## src/rtl/rice_core_pkg.sv

```systemverilog
`default_nettype none
// ============================================================================
// Module   : rice_core_pkg
// Brief    : Shared execute-stage types: divide operation flags and divider FSM states.
// Revision : 1.0
// ============================================================================
package rice_core_pkg;

  // One-hot-ish flag set from decode; bit 3 is div, bit 0 is remu.
  typedef struct packed {
    logic div;
    logic divu;
    logic rem;
    logic remu;
  } rice_core_div_operation;

  typedef enum logic [1:0] {
    IDLE = 2'd0,
    BUSY = 2'd1,
    DONE = 2'd2
  } rice_core_div_state;

endpackage
`default_nettype wire

```

## src/rtl/rice_core_div_unit.sv

```systemverilog
`default_nettype none
// ============================================================================
// Module   : rice_core_div_unit
// Brief    : Iterative radix-2 restoring divider for RV32M DIV/DIVU/REM/REMU.
// Revision : 1.0
// ============================================================================
module rice_core_div_unit
  import rice_core_pkg::*;
#(
  parameter int XLEN = 32
) (
  input  logic                   i_clk,
  input  logic                   i_rst,
  input  logic                   i_valid,
  output logic                   o_ready,
  input  rice_core_div_operation i_div_operation,
  input  logic [XLEN-1:0]        i_rs1_value,
  input  logic [XLEN-1:0]        i_rs2_value,
  input  logic                   i_flush,
  output logic                   o_result_valid,
  input  logic                   i_result_ready,
  output logic [XLEN-1:0]        o_result
);

  localparam int CNT_W = $clog2(XLEN);
  localparam logic [CNT_W-1:0] C_LAST_STEP = CNT_W'(XLEN - 1);

  rice_core_div_state r_state, w_next_state;

  logic             r_is_signed;
  logic             r_want_rem;
  logic             r_sign1;
  logic             r_sign2;
  logic             r_special;
  logic [CNT_W-1:0] r_count;
  logic [XLEN-1:0]  r_divisor;
  logic [XLEN-1:0]  r_quo;
  logic [XLEN:0]    r_rem;

  logic            w_accept;
  logic            w_is_signed;
  logic            w_want_rem;
  logic            w_div_zero;
  logic            w_overflow;
  logic [XLEN-1:0] w_mag1;
  logic [XLEN-1:0] w_mag2;
  logic [XLEN:0]   w_rem_shift;
  logic            w_ge;
  logic [XLEN:0]   w_rem_next;
  logic [XLEN-1:0] w_quo_fixed;
  logic [XLEN-1:0] w_rem_fixed;

  function automatic logic [XLEN-1:0] magnitude(input logic [XLEN-1:0] v, input logic sgn);
    return (sgn && v[XLEN-1]) ? (~v + XLEN'(1)) : v;
  endfunction

  // Priority div > divu > rem > remu when several flags are set.
  assign w_is_signed = i_div_operation.div | (~i_div_operation.divu & i_div_operation.rem);
  assign w_want_rem  = ~i_div_operation.div & ~i_div_operation.divu &
                       (i_div_operation.rem | i_div_operation.remu);

  assign w_accept   = (r_state == IDLE) && i_valid && !i_flush && (|i_div_operation);
  assign w_div_zero = (i_rs2_value == '0);
  assign w_overflow = w_is_signed && (i_rs1_value == {1'b1, {(XLEN-1){1'b0}}}) &&
                      (i_rs2_value == '1);
  assign w_mag1     = magnitude(i_rs1_value, w_is_signed);
  assign w_mag2     = magnitude(i_rs2_value, w_is_signed);

  // The remainder never exceeds the divisor, so its top bit is shifted out as zero.
  assign w_rem_shift = (r_rem << 1) | {{XLEN{1'b0}}, r_quo[XLEN-1]};
  assign w_ge        = (w_rem_shift >= {1'b0, r_divisor});
  assign w_rem_next  = w_ge ? (w_rem_shift - {1'b0, r_divisor}) : w_rem_shift;

  always_ff @(posedge i_clk or posedge i_rst) begin
    if (i_rst) begin
      r_state <= IDLE;
    end else begin
      r_state <= w_next_state;
    end
  end

  always_comb begin
    w_next_state = r_state;
    case (r_state)
      IDLE:    if (w_accept) w_next_state = (w_div_zero || w_overflow) ? DONE : BUSY;
      BUSY:    if (r_count == C_LAST_STEP) w_next_state = DONE;
      DONE:    if (i_result_ready) w_next_state = IDLE;
      default: w_next_state = IDLE;
    endcase
    if (i_flush) w_next_state = IDLE;
  end

  always_ff @(posedge i_clk or posedge i_rst) begin
    if (i_rst) begin
      r_is_signed <= 1'b0;
      r_want_rem  <= 1'b0;
      r_sign1     <= 1'b0;
      r_sign2     <= 1'b0;
      r_special   <= 1'b0;
      r_count     <= '0;
      r_divisor   <= '0;
      r_quo       <= '0;
      r_rem       <= '0;
    end else if (w_accept) begin
      r_is_signed <= w_is_signed;
      r_want_rem  <= w_want_rem;
      r_sign1     <= i_rs1_value[XLEN-1];
      r_sign2     <= i_rs2_value[XLEN-1];
      r_special   <= w_div_zero | w_overflow;
      r_count     <= '0;
      r_divisor   <= w_mag2;
      if (w_div_zero) begin
        r_quo <= '1;
        r_rem <= {1'b0, i_rs1_value};
      end else if (w_overflow) begin
        r_quo <= {1'b1, {(XLEN-1){1'b0}}};
        r_rem <= '0;
      end else begin
        r_quo <= w_mag1;
        r_rem <= '0;
      end
    end else if (r_state == BUSY) begin
      r_quo   <= {r_quo[XLEN-2:0], w_ge};
      r_rem   <= w_rem_next;
      r_count <= r_count + CNT_W'(1);
    end
  end

  // Special cases already hold their architectural results and skip sign correction.
  assign w_quo_fixed = (!r_special && r_is_signed && (r_sign1 ^ r_sign2)) ?
                       (~r_quo + XLEN'(1)) : r_quo;
  assign w_rem_fixed = (!r_special && r_is_signed && r_sign1) ?
                       (~r_rem[XLEN-1:0] + XLEN'(1)) : r_rem[XLEN-1:0];

  assign o_ready        = (r_state == IDLE);
  assign o_result_valid = (r_state == DONE);
  assign o_result       = (r_state != DONE) ? '0 : (r_want_rem ? w_rem_fixed : w_quo_fixed);

endmodule
`default_nettype wire
```

## config.mk

```make
export PLATFORM = sky130hd
export DESIGN_NAME = rice_core_div_unit
export DESIGN_NICKNAME = d
export VERILOG_FILES = /design/src/rtl/rice_core_pkg.sv /design/src/rtl/rice_core_div_unit.sv
export SDC_FILE = /design/constraint.sdc
export NUM_CORES = 1
export LEC_CHECK = 0
export ABC_AREA = 1
export BUFFER_PORTS_ARGS = -buffer_cell sky130_fd_sc_hd__buf_2
export CORE_UTILIZATION = 50
export CTS_CLUSTER_SIZE = 25
export DETAILED_ROUTE_END_ITERATION = 10
export MAX_ROUTING_LAYER = met4
export PLACE_DENSITY = 0.82
export SLEW_MARGIN = 20
export SYNTH_ARGS = -nofsm -noshare
export SYNTH_HDL_FRONTEND = slang
export SYNTH_SLANG_ARGS = --single-unit
```

## constraint.sdc

```tcl
create_clock -name i_clk -period 2.85 [get_ports i_clk]
set_input_delay 0.1425 -clock i_clk [delete_from_list [all_inputs] [get_ports i_clk]]
set_output_delay 0.1425 -clock i_clk [all_outputs]
set_load 0.01 [all_outputs]
```

==> results.py, run 1 <==
metrics = {
    "setup_path": {
        "cp_cell_sequence": "inv_1, nand3_1, nor2_4, nand2_2, clkinv_1, nand2_1, o21ai_4, a21oi_1, nor3_2, nor2_1, buf_2",
        "path_max_fanout": 6,
        "setup.worst_path.start_class": "flop",
        "critPathRequiredTime_ps": 2710,
        "path_class": "flop to output port",
        "slowest_stage": "dfrtp_1",
        "max_stage_delay_ps": 380,
        "end_kind": "output port",
        "arrival_ps": 2650,
    },
    "finish": {
        "diodes": 0,
        "n_fill_cell": 2450,
        "drive_gt1_share_pct": 10.6,
        "seq_area_mm2": 0.00270,
        "final_nets": 2329,
        "utilization_pct": 57.3,
        "multi_input_area_mm2": 0.00790,
        "areaGrowthSynthToFinish_pct": 12.6,
    },
    "yosys": {
        "avgSynthCellArea_um2": 5.66,
        "ys_top_cells_by_area": "dfrtp_1 (23%), nand2_1 (22%), inv_1 (9.6%)",
        "yosys_warnings": 0,
        "syn_inst": 2111,
        "ys_types": 47,
        "synthTopCellsByCount": "nand2_1 (714), inv_1 (307), nor2_1 (209)",
        "synthMostInstantiatedCell": "nand2_1",
        "syn_area_mm2": 0.0119,
        "syn_nets": 2224,
        "yosysTopAreaCellShare_pct": 22.6,
        "synth_ff_type": "dfrtp_1",
        "synth_seq_cells": 108,
        "synth-async-reset-ratio_pct": 100,
        "yosysSeqAreaShare_pct": 22.6,
        "synth_edf_count": 0,
        "synth_top_area_cell": "dfrtp_1",
    },
    "floorplanning": {
        "die_area_mm2": 0.0245,
        "start_util_pct": 50.9,
        "die_h_um": 157,
        "coreArea_mm2": 0.0235,
        "die_w_um": 157,
        "io_pins": 107,
        "rows": 56,
    },
    "timing": {
        "fin_skew_ps": 9.49,
        "finalCritPeriodShare_pct": 98.0,
        "relSlewSlack_pct": 47.0,
        "maxSlewViolCount": 0,
        "setup_tns_ps": 0,
        "max_freq_ghz": 0.358,
        "setup_violations": 0,
        "post-route-min-period_ps": 2790,
        "hold_violations": 0,
        "worst_slack_ps": 57.7,
        "tightestPinTransition_ps": 793,
    },
    "worst_hold_path": {
        "hp-class": "input port to flop",
    },
    "run_status": {
        "outcome": "completed",
    },
    "power_and_ir_drop": {
        "power.leakage_nw": 7.29,
        "p_per_area_mw_per_mm2": 1260,
        "ir_drop_v": 0.000656,
    },
    "detailed_routing": {
        "wire_per_inst_um": 18.6,
        "ant_nets": 0,
        "drc": 0,
        "drt_iter0_markers": 1930,
        "vias": 14500,
        "drt-total-wl_mm": 47.1,
        "routed_via_density": 5.71,
        "drtPass1Iterations": 6,
    },
    "place": {
        "pre_cts_slack_ps": 179,
        "gp_congestion": 1.06,
        "portBuffers": 106,
        "hpwl_mm": 37.7,
    },
    "clock_tree": {
        "cts-root-buf": "clkbuf_16",
        "cts_sinks": 108,
        "cts_buffers": 9,
        "path_clk_slew_ps": 80,
        "cts.path.max_buffers": 2,
        "ctsHtreeMaxLevel": 3,
        "cts_tree": "done",
        "clock_latency_ps": 370,
    },
    "job": {
        "cap_violations": 0,
    },
    "global_route": {
        "overflow": 0,
        "grt_max_degree": 109,
        "grt_pass1_wl_mm": 72.8,
        "grt.total_usage_pct": 40.4,
        "antenna_found_initial": 0,
        "grt_pass1_vias": 13000,
    },
}
## metrics by stage
| step | hold WS [ps] | std cells | power, mW | cell area [um^2] |
|---|---|---|---|---|
| final | 5.53 | 2540 | 16.9 | 13500 |
| after global placement | 360 | 2522 | 14.9 | 13000 |
| after floorplan | 244 | 2111 | 11.3 | 11900 |
| after CTS | 1.07 | 2540 | 16.4 | 13300 |
| after detailed placement | 368 | 2522 | 15.1 | 13000 |
| after global routing | 16.9 | 2540 | 18.5 | 13500 |
## report_power, final
part           internal (mW)  switching (mW)
clock network          0.614           0.665
registers               2.22           0.817
logic                   4.21            8.41
total                   7.05            9.89
## layout by cell type (no fill, tap or decap), types with 3 or more instances in the layout
cell | netlist | layout
nand3b_1 | 7 | 7
or2_2 | 3 | 3
o21ai_0 | 134 | 130
xnor2_1 | 15 | 15
a31oi_1 | 3 | 3
ha_2 | 0 | 3
clkinv_1 | 3 | 3
nand2_1 | 714 | 709
a311oi_1 | 6 | 6
a211oi_1 | 3 | 3
nand3_1 | 204 | 203
inv_1 | 307 | 300
dfrtp_1 | 108 | 108
nor3_2 | 2 | 5
nand3_2 | 4 | 5
nor2_2 | 8 | 10
nor2_4 | 3 | 8
ha_1 | 39 | 35
nor3_1 | 46 | 41
xor2_1 | 42 | 42
nor2_1 | 209 | 202
buf_2 | 17 | 106
a21oi_1 | 83 | 83
nand4_1 | 33 | 33
buf_4 | 3 | 50
nor4_1 | 4 | 4
o21bai_1 | 7 | 7
clkbuf_16 | 0 | 9
o21ai_1 | 17 | 18
o21ai_2 | 1 | 3
nand2_2 | 2 | 7
o211ai_1 | 18 | 18
o22ai_1 | 3 | 3
inv_2 | 2 | 7
## final cells by class
class | instances | share of cell area, %
Multi-Input combinational cell | 1623 | 58.7
Sequential cell | 108 | 20.1
Inverter | 313 | 8.80
Timing Repair Buffer | 161 | 7.26
Tap cell | 319 | 2.97
Clock buffer | 10 | 1.70
Clock inverter | 6 | 0.437
## registers in the layout, summed over array words and instances, names as in the netlist, 2 cells and up
signal	flops
r_quo	32
r_divisor	32
r_state	2
r_count	5
r_rem	32
## logic make-up after synthesis
| logic type | share of synthesized area, % |
|---|---|
| fa+ha+maj | 4.25 |
| compound gates | 12.8 |
| flops | 22.6 |
| xor+xnor | 4.18 |
| buf+inv | 12.3 |
| simple gates | 43.8 |
## critical path, delay by kind of cell (launching register included)
| family | cells | cell delay [ps] |
|---|---|---|
| AND/OR/NAND/NOR | 6 | 1040 |
| buffers and inverters | 3 | 430 |
| AO/OA/AOI/OAI | 2 | 430 |
| flip-flops | 1 | 380 |
## timing repair
action / in CTS / in global routing
hold endpoints to repair: 43 / 0
hold buffers: 2 / 0
setup endpoints to repair: 6 / 41
gates resized for setup: 4 / 37
buffers inserted: 0 / 0
pin swaps: 0 / 5
## worst paths after layout
kind | start | endpoint | slack, ps | depth (start not counted)
setup reg to reg | r_divisor[29]$_DFFE_PP0P_ | r_rem[8]$_DFFE_PP0P_ | 160 | 16
setup / recovery | r_quo[2]$_DFFE_PP0P_ | o_result[31] | 60 | 11
hold / removal | i_div_operation[3] | r_want_rem$_DFFE_PP0P_ | 6 | 2
min in group asynchronous | i_rst | r_quo[19]$_DFFE_PP0P_ | 450 | 4
max in group asynchronous | i_rst | r_divisor[16]$_DFFE_PP0P_ | 1880 | 4
hold reg to reg | r_count[3]$_DFFE_PP0P_ | r_count[3]$_DFFE_PP0P_ | 490 | 1
## layer usage
metal	up-vias	wire [um]	global-route usage, %
li1	6941	-	-
met1	6657	20000	55.5
met2	793	20400	60.1
met3	113	4910	6.45
met4	0	1790	14.2
met5	-	0	-
No activity file was read; power rests on OpenSTA's default activity.
==> inputs of run 2 (changes only) <==
--- a/config.mk
+++ b/config.mk
@@ -7,11 +7,11 @@
 export LEC_CHECK = 0
 export ABC_AREA = 1
 export BUFFER_PORTS_ARGS = -buffer_cell sky130_fd_sc_hd__buf_2
-export CORE_UTILIZATION = 50
+export CORE_UTILIZATION = 45
 export CTS_CLUSTER_SIZE = 25
 export DETAILED_ROUTE_END_ITERATION = 10
 export MAX_ROUTING_LAYER = met4
-export PLACE_DENSITY = 0.82
+export PLACE_DENSITY = 0.76
 export SLEW_MARGIN = 20
 export SYNTH_ARGS = -nofsm -noshare
 export SYNTH_HDL_FRONTEND = slang
==> run 2 against run 1 <==
Compared with the run above:
- sequential share of layout area is 0.19 points higher
- final cell count is 0.16% higher
- first-iteration DRC count is 9.3% lower
- via count is 2.1% lower
- count of clock-buffer cells in the layout is 1 lower
- fmax is 2.1% higher
- hold slack better by 11 ps
- clock power hardly changed
- sequential cell count stayed put
- critical path depth stayed put
- critical path type unchanged
- largest power group unchanged
==> results.py, run 2 (same netlist as run 1, synthesis figures left out) <==
metrics = {
    "timing": {
        "finalCritPeriodShare_pct": 96.0,
        "fin_skew_ps": 13.7,
        "relSlewSlack_pct": 38.8,
        "maxSlewViolCount": 0,
        "worst_slack_ps": 115,
        "hold_violations": 0,
        "tightestPinTransition_ps": 916,
        "post-route-min-period_ps": 2730,
        "max_freq_ghz": 0.366,
        "setup_violations": 0,
    },
    "clock_tree": {
        "clock_latency_ps": 370,
        "ctsHtreeMaxLevel": 3,
        "cts_tree": "done",
        "cts_setup_buffers": 0,
        "cts_sinks": 108,
        "path_clk_slew_ps": 90,
        "cts-root-buf": "clkbuf_16",
        "cts.path.max_buffers": 2,
        "cts_buffers": 9,
    },
    "place": {
        "gp_congestion": 1.07,
        "pre_cts_slack_ps": 290,
        "placed_area_mm2": 0.0130,
        "portBuffers": 106,
        "hpwl_mm": 37.1,
    },
    "finish": {
        "diodes": 0,
        "final_nets": 2317,
        "finish.instance_area_mm2": 0.0133,
        "drive_gt1_share_pct": 9.69,
        "layout_commonest_cell": "nand2_1",
        "mostFrequentLayoutCells": "nand2_1 (711), inv_1 (303), nor2_1 (205)",
        "n_fill_cell": 2777,
        "reg_top3": "r_divisor: 32 flops, r_quo: 32 flops, r_rem: 32 flops",
        "areaGrowthSynthToFinish_pct": 11.6,
    },
    "detailed_routing": {
        "drc": 0,
        "wire_per_inst_um": 18.3,
        "ant_nets": 0,
        "drtPass1Iterations": 6,
        "routed_via_density": 5.58,
        "drt_iter0_markers": 1750,
        "drt-total-wl_mm": 46.6,
        "vias": 14200,
    },
    "run_status": {
        "outcome": "completed",
    },
    "global_route": {
        "grt_max_degree": 109,
        "antenna_found_initial": 0,
        "grt_pass1_vias": 12800,
        "overflow": 0,
        "grt.total_usage_pct": 35.9,
        "grt_pass1_wl_mm": 71.9,
    },
    "floorplanning": {
        "rows": 59,
        "die_area_mm2": 0.0272,
        "die_h_um": 165,
        "coreArea_mm2": 0.0261,
        "io_pins": 107,
        "start_util_pct": 45.8,
        "die_w_um": 165,
    },
    "setup_path": {
        "path_class": "flop to output port",
        "cp_top_family": "simple AND/OR/NAND/NOR gates",
        "max_stage_delay_ps": 400,
        "arrival_ps": 2590,
        "setup.worst_path.start_class": "flop",
        "path_max_fanout": 4,
        "slowest_stage": "dfrtp_1",
        "critPathRequiredTime_ps": 2710,
        "end_kind": "output port",
        "cp_cell_sequence": "inv_1, ha_1, nand3_2, nor2_2, nand2_2, inv_1, nand4_1, a21oi_1, o21ai_1, a21oi_1, buf_2",
        "critPathBufInv": 3,
    },
    "power_and_ir_drop": {
        "power.total_mw": 16.8,
        "power.leakage_nw": 7.24,
        "ir_drop_v": 0.000667,
        "p_per_area_mw_per_mm2": 1260,
    },
    "job": {
        "cap_violations": 0,
    },
    "worst_hold_path": {
        "hp-class": "input port to flop",
    },
}
==> run 2: cell count changes in the layout (fill, tap and decap cells not counted), sizes merged <==
cell / before / now
clkbuf: 10 / 9
buf: 159 / 148
clkinv: 8 / 6
clkinvlp: 2 / 3
inv: 309 / 311
dlygate4sd3: 2 / 1
==> run 2: worst reg2reg max path: stages (launching register included) <==
cell and delay [ps]:
dfrtp_1 500, ha_1 380, nand2_1 150, inv_1 50, nand2_1 60, nand2_1 80, inv_1 60, nand3_1 160
nand2_1 140, nand2_1 80, nand2_2 100, buf_4 290, nand3_1 130, nand3_1 110, nand2_1 50, nand2_1 50
o21ai_0 80
==> run 2: layer usage <==
layer  GRT usage (%)  share of wire, %  up-vias
li1                -                 -     6911
met1            50.1                43     6487
met2            54.0                44      721
met3            4.62               9.4       81
met4            10.7               2.9        0
met5               -                 0        -
==> run 2: power by group <==
part | internal (mW) | switching, mW | total [mW]
logic | 4.09 | 8.30 | 12.4
registers | 2.22 | 0.850 | 3.07
clock network | 0.619 | 0.695 | 1.31
==> run 2: path summary, 6_finish.rpt <==
kind,startpoint,end,slack (ps),cells past startpoint
hold / removal,i_div_operation[2],r_want_rem$_DFFE_PP0P_,20,2
min in group asynchronous,i_rst,r_quo[20]$_DFFE_PP0P_,430,4
setup reg to reg,r_rem[6]$_DFFE_PP0P_,r_rem[8]$_DFFE_PP0P_,250,16
hold reg to reg,r_count[3]$_DFFE_PP0P_,r_count[3]$_DFFE_PP0P_,480,1
setup / recovery,r_quo[1]$_DFFE_PP0P_,o_result[20],120,11
max in group asynchronous,i_rst,r_rem[14]$_DFFE_PP0P_,1870,4
==> run 2: through the flow <==
stage,hold WS [ps],cells,setup TNS (ps),util [%]
after floorplan,244,2111,0,-
after global placement,343,2527,0,49.7
after detailed placement,364,2527,0,49.7
after CTS,9.81,2544,0,50.9
after global routing,44.6,2544,-20.5,51.2
final,16.5,2544,0,51.2
==> run 2: what timing repair did <==
item	CTS	global route
pin swaps	0	4
resized for setup	2	22
hold buffers	1	0
endpoints found under the hold margin	37	0
endpoints found under the setup margin	4	20
==> run 2: layout make-up <==
| cell class | count | area (um^2) | share of cell area [%] |
|---|---|---|---|
| clock buffers | 9 | 225 | 1.69 |
| clock inverters | 7 | 68.8 | 0.516 |
| inverters | 313 | 1180 | 8.88 |
| multi-input cells | 1623 | 7840 | 58.8 |
| flip-flops and latches | 108 | 2700 | 20.3 |
| well taps | 335 | 419 | 3.14 |
| repair buffers | 149 | 888 | 6.66 |
